<file path="src/rtl/bus_pkg.sv">
// Shared types and constants for the paged bus decoder
// and its wait-state sequencer.
package bus_pkg;

    typedef enum logic [1:0] {
        ST_IDLE = 2'd0,
        ST_WAIT = 2'd1,
        ST_EXT  = 2'd2
    } wait_st_e;

    localparam int RIW = 4;
    localparam logic [RIW-1:0] UNMAPPED = 4'hF;
    localparam logic [7:0] DEFAULT_DATA_DEF = 8'hFF;

endpackage

</file>
<file path="src/rtl/bus_wait_fsm.sv">
// Wait-state and slave-extension sequencer with timeout;
// reports ready, completion and forced completion.
module bus_wait_fsm
    import bus_pkg::*;
#(
    parameter int TIMEOUT = 16
) (
    input  logic       clk,
    input  logic       reset,
    input  logic       mapped,
    input  logic [2:0] ws,
    input  logic       swait,
    output logic       rdy,
    output logic       done,
    output logic       tmo,
    output logic       idle
);

    localparam int TW = $clog2(TIMEOUT + 1);

    wait_st_e      state_q, state_d;
    logic [2:0]    cnt_q, cnt_d;
    logic [TW-1:0] tcnt_q, tcnt_d;

    assign idle = (state_q == ST_IDLE);

    // Next state, counters and per-cycle completion flags.
    always_comb begin
        state_d = state_q;
        cnt_d   = cnt_q;
        tcnt_d  = tcnt_q;
        rdy     = 1'b0;
        done    = 1'b0;
        tmo     = 1'b0;
        unique case (state_q)
            ST_IDLE: begin
                if (!mapped) begin
                    rdy  = 1'b1;
                    done = 1'b1;
                end else if (ws != 3'd0) begin
                    state_d = ST_WAIT;
                    cnt_d   = ws - 3'd1;
                end else if (swait) begin
                    state_d = ST_EXT;
                    tcnt_d  = TW'(1);
                end else begin
                    rdy  = 1'b1;
                    done = 1'b1;
                end
            end
            ST_WAIT: begin
                if (cnt_q != 3'd0) begin
                    cnt_d = cnt_q - 3'd1;
                end else if (swait) begin
                    state_d = ST_EXT;
                    tcnt_d  = TW'(1);
                end else begin
                    state_d = ST_IDLE;
                    rdy     = 1'b1;
                    done    = 1'b1;
                end
            end
            ST_EXT: begin
                if (!swait) begin
                    state_d = ST_IDLE;
                    rdy     = 1'b1;
                    done    = 1'b1;
                end else if (tcnt_q == TW'(TIMEOUT)) begin
                    state_d = ST_IDLE;
                    rdy     = 1'b1;
                    done    = 1'b1;
                    tmo     = 1'b1;
                end else begin
                    tcnt_d = tcnt_q + 1'b1;
                end
            end
            default: state_d = ST_IDLE;
        endcase
        if (reset) begin
            rdy  = 1'b1;
            done = 1'b0;
            tmo  = 1'b0;
        end
    end

    // State and counter registers.
    always_ff @(posedge clk) begin
        if (reset) begin
            state_q <= ST_IDLE;
            cnt_q   <= '0;
            tcnt_q  <= '0;
        end else begin
            state_q <= state_d;
            cnt_q   <= cnt_d;
            tcnt_q  <= tcnt_d;
        end
    end

endmodule

</file>
<file path="src/rtl/bus_decode_ws.sv">
// Page decoder with per-region wait states, registered
// read-data select and sticky error capture.
module bus_decode_ws
    import bus_pkg::*;
#(
    parameter int NREG = 6,
    parameter int DW = 8,
    parameter int AW = 16,
    parameter logic [63:0] PAGE_MAP =
        64'hFFFF_FFFF_FF54_3210,
    parameter logic [3*NREG-1:0] WS = '0,
    parameter int TIMEOUT = 16,
    parameter logic [DW-1:0] DEFAULT_DATA =
        DEFAULT_DATA_DEF
) (
    input  logic               clk,
    input  logic               reset,
    input  logic [AW-1:0]      cpu_ab,
    input  logic               cpu_we,
    output logic [DW-1:0]      cpu_di,
    output logic               cpu_rdy,
    output logic [NREG-1:0]    cs,
    output logic [NREG-1:0]    we,
    input  logic [NREG*DW-1:0] slv_dout,
    input  logic [NREG-1:0]    slv_wait,
    input  logic               err_clr,
    output logic               bus_err,
    output logic [AW-1:0]      err_addr
);

    logic [3:0]     page;
    logic [RIW-1:0] ent, cur;
    logic [RIW-1:0] act_q, act_d;
    logic [RIW-1:0] sel_q, sel_d;
    logic           cur_map, cur_wait;
    logic [2:0]     cur_ws;
    logic           rdy, done, tmo, idle;
    logic           err_ev;
    logic           bus_err_q, bus_err_d;
    logic [AW-1:0]  err_addr_q, err_addr_d;

    // Address decode; region is frozen while stalled.
    always_comb begin
        page     = cpu_ab[AW-1 -: 4];
        ent      = PAGE_MAP[{page, 2'b00} +: 4];
        cur      = idle ? ent : act_q;
        cs       = '0;
        cur_map  = 1'b0;
        cur_ws   = 3'd0;
        cur_wait = 1'b0;
        for (int r = 0; r < NREG; r++) begin
            if (ent == RIW'(r))
                cs[r] = ~reset;
            if (cur == RIW'(r)) begin
                cur_map  = 1'b1;
                cur_ws   = WS[3*r +: 3];
                cur_wait = slv_wait[r];
            end
        end
    end

    bus_wait_fsm #(
        .TIMEOUT(TIMEOUT)
    ) u_wait (
        .clk   (clk),
        .reset (reset),
        .mapped(cur_map),
        .ws    (cur_ws),
        .swait (cur_wait),
        .rdy   (rdy),
        .done  (done),
        .tmo   (tmo),
        .idle  (idle)
    );

    // Write strobe, select capture and error update.
    always_comb begin
        we = '0;
        for (int r = 0; r < NREG; r++)
            if (cur == RIW'(r))
                we[r] = done & cpu_we & ~tmo;
        act_d = idle ? ent : act_q;
        sel_d = sel_q;
        if (done)
            sel_d = (cur_map && !tmo) ? cur : UNMAPPED;
        err_ev = done & (~cur_map | tmo);
        bus_err_d = err_ev | (bus_err_q & ~err_clr);
        err_addr_d = err_addr_q;
        if (err_ev && (!bus_err_q || err_clr))
            err_addr_d = cpu_ab;
    end

    // Read data from the region of the last completion.
    always_comb begin
        cpu_di = DEFAULT_DATA;
        for (int r = 0; r < NREG; r++)
            if (!reset && sel_q == RIW'(r))
                cpu_di = slv_dout[r*DW +: DW];
    end

    // Select, active region and error registers.
    always_ff @(posedge clk) begin
        if (reset) begin
            act_q      <= UNMAPPED;
            sel_q      <= UNMAPPED;
            bus_err_q  <= 1'b0;
            err_addr_q <= '0;
        end else begin
            act_q      <= act_d;
            sel_q      <= sel_d;
            bus_err_q  <= bus_err_d;
            err_addr_q <= err_addr_d;
        end
    end

    assign cpu_rdy  = rdy;
    assign bus_err  = bus_err_q;
    assign err_addr = err_addr_q;

endmodule

</file>
<file path="config.mk">
export PLATFORM = sky130hd
export DESIGN_NAME = bus_decode_ws
export DESIGN_NICKNAME = d
export VERILOG_FILES = /design/src/rtl/bus_pkg.sv /design/src/rtl/bus_wait_fsm.sv /design/src/rtl/bus_decode_ws.sv
export SDC_FILE = /design/constraint.sdc
export NUM_CORES = 1
export LEC_CHECK = 0
export ABC_AREA = 1
export CORE_MARGIN = 2
export CORE_UTILIZATION = 45
export DETAILED_ROUTE_END_ITERATION = 7
export GPL_TIMING_DRIVEN = 0
export HOLD_SLACK_MARGIN = 0.02
export PLACE_DENSITY_LB_ADDON = 0.3
export SETUP_SLACK_MARGIN = 0.1
export SLEW_MARGIN = 5
export SYNTH_ARGS = -nofsm -noshare
export SYNTH_HDL_FRONTEND = slang
export SYNTH_HIERARCHICAL = 1
export SYNTH_SLANG_ARGS = --single-unit
</file>
<file path="constraint.sdc">
create_clock -name clk -period 8.2 [get_ports clk]
set_input_delay 1.23 -clock clk [delete_from_list [all_inputs] [get_ports clk]]
set_output_delay 1.23 -clock clk [all_outputs]
set_load 0.01 [all_outputs]
</file>
==> results of run 1 <==
-- stage by stage --
| step | cells | hold WS [ns] |
|---|---|---|
| 2_1_floorplan | 377 | 0.450 |
| 3_3_place_gp | 558 | 0.448 |
| 3_5_place_dp | 558 | 0.451 |
| 4_1_cts | 566 | 0.462 |
| 5_1_grt | 566 | 0.482 |
| 6_report | 566 | 0.461 |
-- cell families (layout without fill, tap and decap cells) --
| logic type | after synthesis | count (layout) | share of synthesized area |
|---|---|---|---|
| AO/OA/AOI/OAI | 65 | 65 | 0.165 |
| adder cells (fa/ha/maj) | 3 | 3 | 0.0160 |
| flip-flops | 35 | 35 | 0.299 |
| AND/OR/NAND/NOR | 217 | 217 | 0.426 |
| buffers and inverters | 50 | 169 | 0.0890 |
| other | 1 | 6 | 0.00160 |
| XOR/XNOR | 1 | 1 | 0.00373 |
-- final cells by class --
class,instances,area (µm²)
clock buffers,8,100
fillers,447,1410
repair buffers,111,1110
well taps,70,87.6
plain buffers,10,58.8
flip-flops and latches,35,701
multi-input cells,292,1460
inverters,40,150
-- synth_stat cells --
| cell | instances |
|---|---|
| a21oi_1 | 24 |
| nor2_4 | 3 |
| nand3_1 | 14 |
| nor2_1 | 59 |
| nand4_2 | 1 |
| or2_2 | 3 |
| inv_1 | 35 |
| nand2_1 | 93 |
| clkbuf_1 | 3 |
| inv_2 | 5 |
| dfxtp_1 | 35 |
| nand3_4 | 2 |
| conb_1 | 1 |
| nand2_4 | 1 |
| a22oi_1 | 1 |
| nand3_2 | 1 |
| o21ai_0 | 23 |
| o21ai_2 | 1 |
| buf_6 | 2 |
| nand4_1 | 21 |
| xnor2_1 | 1 |
| a31o_2 | 2 |
| ha_1 | 3 |
| o211ai_1 | 10 |
| nor4_1 | 3 |
| buf_2 | 5 |
| and2_1 | 1 |
| nand2_2 | 2 |
| o21bai_1 | 2 |
| nor2_2 | 3 |
| nor3_1 | 10 |
| o21ai_4 | 1 |
| o211ai_2 | 1 |
-- power by group --
| group | switching (µW) | internal (µW) | leakage (µW) | total, µW |
|---|---|---|---|---|
| clock network | 61.4 | 76.7 | 0.0000515 | 138 |
| registers | 21.7 | 210 | 0.000287 | 232 |
| logic | 228 | 170 | 0.00113 | 398 |
-- metal layers --
layer	track usage	wire, µm	up-vias
met2	0.431	3460	117
met5	0	0	-
li1	-	-	1472
met1	0.312	3210	1335
met4	0.0691	80	0
met3	0.0841	733	8
-- worst reg2reg max path: stages (launching register included) --
cell and delay [ns]:
dfxtp_1 0.36, nor2_2 0.31, inv_2 0.13, o21ai_2 0.28
inv_1 0.10, nor2_1 0.23, and2_1 0.19, nand2_1 0.05
nand4_1 0.16, inv_1 0.08, o21ai_0 0.23, a21oi_1 0.10
buf_2 0.20, buf_2 0.21, o211ai_1 0.21, nand2_1 0.07
-- state kept, by name (all words and copies together) (netlist names) --
signal and flops:
u_wait/state_q 2, err_addr 16, u_wait/tcnt_q 5, act_q 4
u_wait/cnt_q 3, sel_q 4, bus_err 1
-- worst max path at each step --
stage	to	cells after the start	slack [ns]
floorplan	we[3]	14	3.76
global placement	we[0]	16	2.45
detailed placement	we[0]	16	2.39
CTS	we[0]	16	2.38
global route	we[0]	16	2.06
finish	we[0]	16	2.35
==> qor.yml, run 1 <==
clock_tree:
  htreeDepth: 2
  cts_made_buffers: 5
  cts_sinks: 35
  clk_latency_ns: 0.29
  post_cts_resized: 0
  clk_pin_slew_ns: 0.07
  cts_setup_buffers: 0
  cts_buffer_depth: 2
  cts_tree: "built"
  clockRootBuffer: "clkbuf_8"
  cts_hold_buf: 0
critical_path:
  worst_ep_arrival_time_ns: 4.62
  path_cells: "clkdlybuf4s50_1 -> inv_1 -> nand2_1 -> o21bai_1 -> nor2_1 -> nand3_1 -> nand2_1 -> nor2_1 -> nand4_1 -> inv_1 -> o21ai_0 -> a21oi_1 -> buf_2 -> nand3_1 -> nor4_1 -> clkdlybuf4s50_1"
  reg2reg_depth: 15
  required_ns: 6.97
  critPathLaunch: "cpu_ab[12]"
  reg2reg_to: "sel_q[2]"
  critPathKind: "input pin to output pin"
  crit_fanout: 9
  end_kind: "output pin"
  r2r-start: "u_wait/state_q[1]"
  worstPathBufferInverterCount: 5
  slowest_stage: "clkdlybuf4s50_1"
  cpPeakStageDelay_ns: 0.61
  critPathLaunchType: "input pin"
  r2r_slack_ns: 5.18
  critPathTopFamily: "buffers and inverters"
timing:
  finalCriticalPeriod_ns: 5.85
  timing.final.crit_share: 0.714
  setup_violations: 0
  rsz0062_at_grt: "no"
  worst_slack_ns: 2.35
  hold_viol_final: 0
  fin_skew_ns: 0.00613
  slew_viol_final: 0
  fmax_ghz: 0.171
  fin_tns_setup_ns: 0
final_layout:
  layout_commonest_cell: "clkdlybuf4s50_1"
  area_delta_synth_final_pct: 56.1
  final_area_um2: 3660
  finish.utilization: 0.722
  final_cell_mix: "clkdlybuf4s50_1 (111), nand2_1 (93), nor2_1 (59)"
  drive_above_1_share: 0.0806
  n_antenna_cell: 0
  nets: 572
place:
  dp_hpwl_um: 5780
  placed_cell_area_um2: 3560
  portBuffers: 111
  place_congestion: 0.845
  dpl_worst_slack_ns: 2.39
global_route:
  grt_max_degree: 11
  grtUsageTotal: 0.256
  grt_pass1_wl_um: 12400
  grt_pass1_vias: 2791
  antenna_found_initial: 0
  grt_overflow: 0
synthesis:
  synth_top_area_frac: 0.299
  yosysSeqAreaShare: 0.299
  ys_top_cells_by_area: "dfxtp_1 (30%), nand2_1 (15%), nor2_1 (9.4%), inv_1 (5.6%), nand4_1 (5.6%)"
  yosysUniqueCellTypes: 33
  ys_ff_latch: 35
  yosysTopAreaCell: "dfxtp_1"
  synth_area_um2: 2350
  syn_avg_cell_area_um2: 6.31
  synthCells: 372
  yosys_warnings: 6
route:
  drt-total-wl_um: 7490
  wl_per_cell_um: 13.2
  initialDrtViolationCount: 125
  via_count: 2932
  ant_nets: 0
  via_per_inst: 5.18
  dr.pass1.iters: 6
  route.detailed.drc: 0
hold_path:
  hp-start: "err_addr[13]"
  hold_path_class: "flop to flop"
  hold-path-endpoint: "err_addr[13]"
  worst_hold_path.num_cells: 2
floorplanning:
  dieArea_um2: 5810
  pin_count: 112
  start_util: 0.463
  die_h_um: 76.2
  coreArea_um2: 5070
  chipWidth_um: 76.2
  num_rows: 26
job:
  drv_cap: 0
power:
  p_leak_uw: 0.00147
  power_density_nw_per_um2: 210
  ir_drop_v: 0.000141
  total_power_uw: 768
run_status:
  status: "finished clean"
Note: power is estimated with default switching activity, not from simulation.
==> run 2: changes to the inputs <==
CORE_UTILIZATION = 41   (was 45)
clock period = 5.7 ns   (was 8.2 ns; I/O delays follow)
==> run 2 against run 1 <==
  * Sequential share of layout area about the same
  * Highest routed layer unchanged
  * Critical endpoint unchanged
  * Via count down 2.6%
  * Combinational power up 41%
  * Worst setup slack worse by 1.7 ns
==> qor.yml, run 2 (synthesized netlist as in run 1, its figures left out) <==
power:
  ir_drop_v: 0.000221  # +57%
  total_power_uw: 1070  # +40%
  power_density_nw_per_um2: 294  # +40%
  p_leak_uw: 0.00146  # -0.77%
floorplanning:
  die_h_um: 79.7  # +4.5%
  start_util: 0.426  # -0.0363
  dieArea_um2: 6350  # +9.2%
  num_rows: 27  # +3.8%
  chipWidth_um: 79.7  # +4.5%
  pin_count: 112  # unchanged
  coreArea_um2: 5510  # +8.5%
timing:
  slew_viol_final: 0  # unchanged
  fmax_ghz: 0.197
  rsz0062_at_grt: "no"
  timing.final.crit_share: 0.892
  finalCriticalPeriod_ns: 5.08
  hold_viol_final: 0  # unchanged
  setup_violations: 0  # unchanged
  fin_skew_ns: 0.00741  # +0.00128 ns
  fin_tns_setup_ns: 0  # unchanged
final_layout:
  n_fill_cell: 491  # +9.8%
  multi_input_comb_area_um2: 1460  # unchanged
  nets: 572  # unchanged
  area_delta_synth_final_pct: 55.8
  n_antenna_cell: 0  # unchanged
  seqCellArea_um2: 701  # unchanged
  largest_reg_flops: 16  # unchanged
  fin_cells: 568  # +0.35%
  layout_commonest_cell: "clkdlybuf4s50_1"
  drive_above_1_share: 0.0827  # +0.00202
  final_cell_mix: "clkdlybuf4s50_1 (111), nand2_1 (93), nor2_1 (59)"
hold_path:
  hold-path-endpoint: "err_addr[12]"
  hp-start: "err_addr[12]"
  hold_path_class: "flop to flop"
  worst_hold_path.num_cells: 2  # unchanged
global_route:
  grtUsageTotal: 0.218  # -0.0380
  grt_max_degree: 13  # +2
  grt_overflow: 0  # unchanged
  antenna_found_initial: 0  # unchanged
  grt_pass1_wl_um: 11200  # -10%
  grt_pass1_vias: 2508  # -10%
route:
  ant_nets: 0  # unchanged
  wl_per_cell_um: 12.4  # -6.6%
  drt-total-wl_um: 7020  # -6.3%
  route.detailed.drc: 0  # unchanged
  via_count: 2855  # -2.6%
  initialDrtViolationCount: 146  # +17%
  via_per_inst: 5.03  # -3.0%
  dr.pass1.iters: 4  # -2
clock_tree:
  cts_setup_buffers: 0  # unchanged
  cts_hold_buf: 0  # unchanged
  clk_pin_slew_ns: 0.08  # about the same
  cts_made_buffers: 5  # unchanged
  cts_sinks: 35  # unchanged
  cts_tree: "built"
  clockRootBuffer: "clkbuf_8"
  htreeDepth: 2  # unchanged
  cts_buffer_depth: 2  # unchanged
  post_cts_resized: 0  # unchanged
  clk_latency_ns: 0.29  # about the same
place:
  dp.cells: 560  # +0.36%
  dp_hpwl_um: 5450  # -5.7%
  portBuffers: 111  # unchanged
  place_congestion: 0.808  # -4.4%
critical_path:
  critPathLaunchType: "input pin"
  reg2reg_to: "sel_q[2]"
  r2r-start: "u_wait/state_q[1]"
  critPathKind: "input pin to output pin"
  required_ns: 4.85  # -2.12 ns
  critPathLaunch: "cpu_ab[12]"
  end_kind: "output pin"
  r2r_slack_ns: 2.74  # -2.44 ns
  worst_ep_arrival_time_ns: 4.23  # -0.39 ns
  reg2reg_depth: 16  # +1
  crit_fanout: 9  # unchanged
run_status:
  status: "finished clean"
job:
  drv_cap: 0  # unchanged
run 2: changes by cell type in the layout (fill, tap and decap cells not counted), sizes merged:
cell      previous run  this run
clkinvlp             0         2
clkbuf              11         8
clkinv               0         1
run 2: per-stage QoR:
step / area [µm²] / hold WS (ns) / utilization / setup slack, ns
6_report: 3660 / 0.464 / 0.664 / 0.616
5_1_grt: 3660 / 0.485 / 0.664 / 0.253
4_1_cts: 3660 / 0.468 / 0.664 / 0.658
3_5_place_dp: 3570 / 0.456 / 0.648 / 0.665
3_3_place_gp: 3570 / 0.445 / 0.648 / 0.660
2_1_floorplan: 2370 / 0.450 / - / 2.01
run 2: layout make-up:
class	count	area share
tap	72	0.0246
inverter	40	0.0411
timing repair buffer	111	0.304
sequential	35	0.192
clock buffer	5	0.0188
clock inverter	3	0.00548
buffer	10	0.0161
multi-input combinational	292	0.398
run 2: layer usage:
metal / up-vias / track usage / share of wire / wire, µm
met3: 4 / 0.0667 / 0.097 / 683
li1: 1472 / - / - / -
met5: - / 0 / 0 / 0
met4: 0 / 0.0362 / 0.0054 / 38
met2: 106 / 0.363 / 0.45 / 3150
met1: 1273 / 0.280 / 0.45 / 3140
run 2: critical path, cell delays in order:
cell and delay (ns):
clkdlybuf4s50_1 0.47, inv_1 0.14, nand2_1 0.08, o21bai_1 0.36, nor2_1 0.13, nand3_1 0.09, nand2_1 0.05, nor2_1 0.07
nand4_1 0.17, inv_1 0.12, o21ai_0 0.12, a21oi_1 0.14, buf_2 0.25, nand3_1 0.24, nor4_1 0.33, clkdlybuf4s50_1 0.60
run 2: worst max-delay path by stage:
stage	endpoint	depth (start not counted)
floorplan	we[3]	14
global placement	we[0]	16
detailed placement	we[0]	16
CTS	we[0]	16
global route	we[0]	16
finish	we[0]	16
run 2: report_power, final:
| group | internal [µW] | switching [µW] |
|---|---|---|
| sequential | 302 | 31.0 |
| clock | 85.0 | 95.2 |
| combinational | 244 | 317 |
| total | 631 | 443 |
==> run 3: changes to the inputs <==
GPL_ROUTABILITY_DRIVEN = 0   (was default)
==> results of run 3 <==
The final DEF is identical to that of run 2; final timing and power are the same.
